$ cat src/rtl/div_unit.sv
// div_unit: iterative radix-2 restoring divider for DIV/DIVU.
// One quotient bit per cycle; result is {remainder, quotient}, sign-fixed
// on the final cycle. Execute holds start_i until ready_o and may annul an
// in-flight divide on a pipeline flush.
module div_unit #(
    parameter int DATA_W = 32
) (
    input  logic                  clk,
    input  logic                  rst,
    input  logic                  signed_div_i,
    input  logic [DATA_W-1:0]     opdata1_i,
    input  logic [DATA_W-1:0]     opdata2_i,
    input  logic                  start_i,
    input  logic                  annul_i,
    output logic [2*DATA_W-1:0]   result_o,
    output logic                  ready_o
);

    typedef enum logic [1:0] {FREE, BYZERO, ON, END} state_t;

    localparam logic [5:0] CNT_MAX = 6'(DATA_W);

    state_t              state;
    logic [5:0]          cnt;
    // Dividend magnitude; shifts out MSB first while quotient bits shift in
    // at the bottom, so after DATA_W steps it holds the quotient magnitude.
    logic [DATA_W-1:0]   dvd;
    logic [DATA_W-1:0]   dsr;
    // Partial remainder between steps is always below the divisor, so only
    // the shifted value needs the extra bit.
    logic [DATA_W-1:0]   rem;
    logic                neg1;
    logic                neg2;
    logic                sgn;

    logic [DATA_W:0]     shifted;
    logic                trial_neg;
    logic [DATA_W-1:0]   trial_diff;
    logic [DATA_W-1:0]   mag1;
    logic [DATA_W-1:0]   mag2;
    logic [DATA_W-1:0]   quo_fix;
    logic [DATA_W-1:0]   rem_fix;

    // Trial subtraction, operand magnitudes and final sign fixup.
    always_comb begin
        shifted    = {rem, dvd[DATA_W-1]};
        trial_neg  = shifted < {1'b0, dsr};
        // When non-negative the true difference is below the divisor, so
        // the low DATA_W bits of a modular subtract are exact.
        trial_diff = shifted[DATA_W-1:0] - dsr;
        mag1       = (signed_div_i && opdata1_i[DATA_W-1]) ? -opdata1_i : opdata1_i;
        mag2       = (signed_div_i && opdata2_i[DATA_W-1]) ? -opdata2_i : opdata2_i;
        quo_fix    = (sgn && (neg1 ^ neg2)) ? -dvd : dvd;
        rem_fix    = (sgn && neg1) ? -rem : rem;
    end

    // Divider FSM with registered result and ready.
    always_ff @(posedge clk) begin
        if (rst) begin
            state    <= FREE;
            cnt      <= '0;
            result_o <= '0;
            ready_o  <= 1'b0;
            dvd      <= '0;
            dsr      <= '0;
            rem      <= '0;
            neg1     <= 1'b0;
            neg2     <= 1'b0;
            sgn      <= 1'b0;
        end else begin
            case (state)
                FREE: begin
                    ready_o  <= 1'b0;
                    result_o <= '0;
                    if (start_i && !annul_i) begin
                        if (opdata2_i == '0) begin
                            state <= BYZERO;
                        end else begin
                            state <= ON;
                            cnt   <= '0;
                            dvd   <= mag1;
                            dsr   <= mag2;
                            rem   <= '0;
                            neg1  <= opdata1_i[DATA_W-1];
                            neg2  <= opdata2_i[DATA_W-1];
                            sgn   <= signed_div_i;
                        end
                    end
                end
                BYZERO: begin
                    state    <= END;
                    result_o <= '0;
                    ready_o  <= 1'b1;
                end
                ON: begin
                    if (annul_i) begin
                        state    <= FREE;
                        cnt      <= '0;
                        ready_o  <= 1'b0;
                        result_o <= '0;
                    end else if (cnt != CNT_MAX) begin
                        if (trial_neg) begin
                            rem <= shifted[DATA_W-1:0];
                            dvd <= {dvd[DATA_W-2:0], 1'b0};
                        end else begin
                            rem <= trial_diff;
                            dvd <= {dvd[DATA_W-2:0], 1'b1};
                        end
                        cnt <= cnt + 6'd1;
                    end else begin
                        state    <= END;
                        result_o <= {rem_fix, quo_fix};
                        ready_o  <= 1'b1;
                    end
                end
                END: begin
                    if (!start_i) begin
                        state    <= FREE;
                        ready_o  <= 1'b0;
                        result_o <= '0;
                    end
                end
                default: state <= FREE;
            endcase
        end
    end

endmodule

$ cat config.mk
export PLATFORM = sky130hd
export DESIGN_NAME = div_unit
export DESIGN_NICKNAME = d
export VERILOG_FILES = /design/src/rtl/div_unit.sv
export SDC_FILE = /design/constraint.sdc
export NUM_CORES = 1
export LEC_CHECK = 0
export ABC_AREA = 1
export BUFFER_PORTS_ARGS = -buffer_cell sky130_fd_sc_hd__buf_2
export CORE_ASPECT_RATIO = 1.2
export CORE_MARGIN = 2
export CORE_UTILIZATION = 35
export DETAILED_ROUTE_END_ITERATION = 8
export SETUP_SLACK_MARGIN = 0.5
export SYNTH_ARGS = -nofsm -noshare
export SYNTH_HDL_FRONTEND = slang
export SYNTH_SLANG_ARGS = --single-unit
$ cat constraint.sdc
create_clock -name clk -period 2.15 [get_ports clk]
set_input_delay 0.43 -clock clk [delete_from_list [all_inputs] [get_ports clk]]
set_output_delay 0.43 -clock clk [all_outputs]
set_load 0.01 [all_outputs]
==> metrics.txt <==
Die Span X=179 um; post-route ant nets=0; Fin Setup TNS=0 ns; Post-synth ARST share=0%; WP data arrival=roughly 2.4 ns; Post-synth top flop=dfxtp_1; vias per cell=~5.2; Leak=roughly 0.0088 uW; CTS tree=yes; max-cap violations=0; Slew Limit Fails=0; P&R area growth vs syn=46.3%; residual DRC count=0; Tcrit/Tclk final=a little over nine tenths; power density of the placed cells=966 mW/mm^2; Synthesized Nets=roughly 2300; most frequent cells after synthesis=nand2_1 (595), inv_1 (298), a21oi_1 (219), nand3_1 (199), nor2_1 (194); Slew @ Worst Pin=0.716 ns; placed inst area=between 0.015 and 0.02 sq mm; Fmax=a little under 500 MHz; first-pass GRT wire length=about 75 mm; RSZ-0062 raised after global routing=true; status=finished clean; GR Util All Layers=around 25%; core box area=0.0360 sq mm; reg2reg path depth=14; Die Height=~210 um; crit path from=dvd[31]; Distinct cells, synth=44; reg2reg start=dvd[31]; Slew headroom=between 50% and 60%; nets=between 2000 and 3000; Synth area leader=dfxtp_1; CTS Hold Bufs=0; clock tree buffer depth=2; # setup viols final=0; largest net degree at the start of global routing=~120; worst setup path endpoint=rem[12]; worst skew pair latency=around 0.46 ns; Hold Fails Final Rpt=0; # clock sinks=roughly 170; YS warnings=0; Place WS=-0.112 ns; setup ws final=between 0.1 and 0.15 ns; clock root cell=clkbuf_16; IO Count=~130; R2R Setup Slk=0.12 ns; layout cells sized above 1=a little over a third; crit end category=flip-flop; post-synth top area share=about 27%; htree depth=4; 1st-pass router iterations=6; CP max stage delay=around 0.37 ns; top cells by area, synth=dfxtp_1 (27%), nand2_1 (17%), inv_1 (8.7%); number of port buffers=133; clk slew on worst S/H paths=0.08 ns; Post-Route WL=about 54 mm; Worst path slowest cell=dfxtp_2; Tmin final=2.03 ns; maximum vdd drop=between 0.0007 and 0.0008 V; CTS Buf Count=17; crit-path most repeated cell=nand2_4; type of the worst setup path=flip-flop to flip-flop; Post-synth EDFFs=0; die area=between 0.03 and 0.04 sq mm; Hold Path Origin=opdata2_i[0]; top-count cell post-synth=nand2_1; average wire per standard cell=approximately 18 um; worst hold path depth=3; worst-path fanout max=3; Critical R2R Capture=rem[12]; number of global-route vias before repair=around 14000; synthesized area per cell=around 6 sq um; Critical Path RT=around 2.5 ns; GP Congestion=about 0.93; initial antenna violation count=0; initial core utilization=approximately 36%; sequential area share after synthesis=a little over a quarter; dpl hpwl=37.9 mm; Synth Instances=roughly 2200; Inserted Diodes=0; row count=76; Design Power=between 15000 and 20000 uW; vias=between 15000 and 20000; Clock Skew=roughly 0.014 ns; gr ovfl total=0; CP Cell Sequence=inv_2 > ha_4 > fa_2 > inv_2 > nand3_2 > nand3_4 > nand2_4 > nand2_4 > nand2_2 > nand2_4 > xnor2_2 > nand2_1 > nand3_1 > a21oi_1; fin area=between 0.015 and 0.02 sq mm; flops & latches, synth=approximately 170; cell area after synthesis=about 0.013 sq mm; Iter 0 DRT Violations=1126; worst hold path class=input pin to flip-flop; CP Launch Type=flip-flop
==> cell usage in the layout (no fill, tap or decap), types with 38 or more instances in the layout <==
| master | synthesis | layout |
|---|---|---|
| nand2_1 | 595 | 477 |
| inv_1 | 298 | 233 |
| a21oi_1 | 219 | 189 |
| nor2_1 | 194 | 144 |
| buf_4 | 8 | 143 |
| nand3_1 | 199 | 142 |
| buf_2 | 23 | 132 |
| dfxtp_1 | 172 | 122 |
| nand2_2 | 14 | 97 |
| o21ai_0 | 127 | 85 |
| inv_2 | 8 | 55 |
| nand3_2 | 1 | 49 |
| xor2_1 | 46 | 46 |
| a21oi_2 | 12 | 41 |
| dfxtp_2 | 0 | 40 |
| ha_4 | 0 | 38 |
==> cell type report <==
class / count / area, sq um
well taps: 468 / 586
inverters: 307 / 1230
multi-input cells: 1602 / 9850
repair buffers: 339 / 2930
flip-flops and latches: 172 / 3530
clock inverters: 12 / 156
clock buffers: 19 / 443
fillers: 3557 / 17300
repair inverters: 4 / 53.8
==> state kept, by name, indices dropped and copies added, names as in the netlist <==
register / count
cnt: 6
dsr: 32
dvd: 32
neg1: 1
neg2: 1
ready_o: 1
rem: 32
result_o: 64
sgn: 1
state: 2
==> power by group <==
group	switching, uW	internal (uW)
Clock	1490	1780
Combinational	6370	4420
Sequential	473	3610
Total	8330	9810
==> metrics by stage <==
step                cells  util (%)  hold WS [ns]
floorplan            2154         -         0.444
global placement     2800      42.9         0.452
detailed placement   2800      42.9         0.454
CTS                  2849      46.0         0.247
global route         2923      52.1         0.249
finish               2923      52.1         0.253
==> worst max-delay path, delay by kind of cell, from the launching register on <==
family,cells,cell delay (ns)
and+or+nand+nor,8,0.66
adders and majority gates,2,0.49
DFF,1,0.37
buffers and inverters,2,0.16
xor gates and xnor gates,1,0.14
AOI/OAI and AO/OA,1,0.06
==> kinds of logic (layout without fill, tap and decap cells) <==
kind of cell / Yosys count / in the layout / synth area share, %
compound gates: 389 / 389 / 16.0
fa+ha+maj: 43 / 43 / 4.25
simple gates: 1099 / 1103 / 36.4
flops: 172 / 172 / 26.8
xor+xnor: 67 / 67 / 4.57
buf+inv: 384 / 681 / 12.0
==> timing repair <==
action / 4_1_cts / 5_1_grt
pin swaps: 36 / 112
gates resized for setup: 96 / 380
hold endpoints to repair: 0 / 0
setup endpoints to repair: 146 / 164
gates cloned: 3 / 31
setup buffers: 15 / 43
==> how the worst min path moves through the flow <==
stage,end,slack (ns)
final,dsr[0],0.25
after global routing,dsr[0],0.25
after CTS,dsr[0],0.25
after detailed placement,result_o[26],0.45
after global placement,result_o[29],0.45
after floorplan,dsr[31],0.44
==> metal layers <==
layer / GRT usage [%] / routed length, um / up-vias
li1: - / - / 7527
met1: 28.2 / 20500 / 7100
met2: 47.2 / 27300 / 473
met3: 3.14 / 2130 / 180
met4: 12.6 / 3760 / 0
met5: 0 / 0 / -
Note: power is estimated with default switching activity, not from simulation.
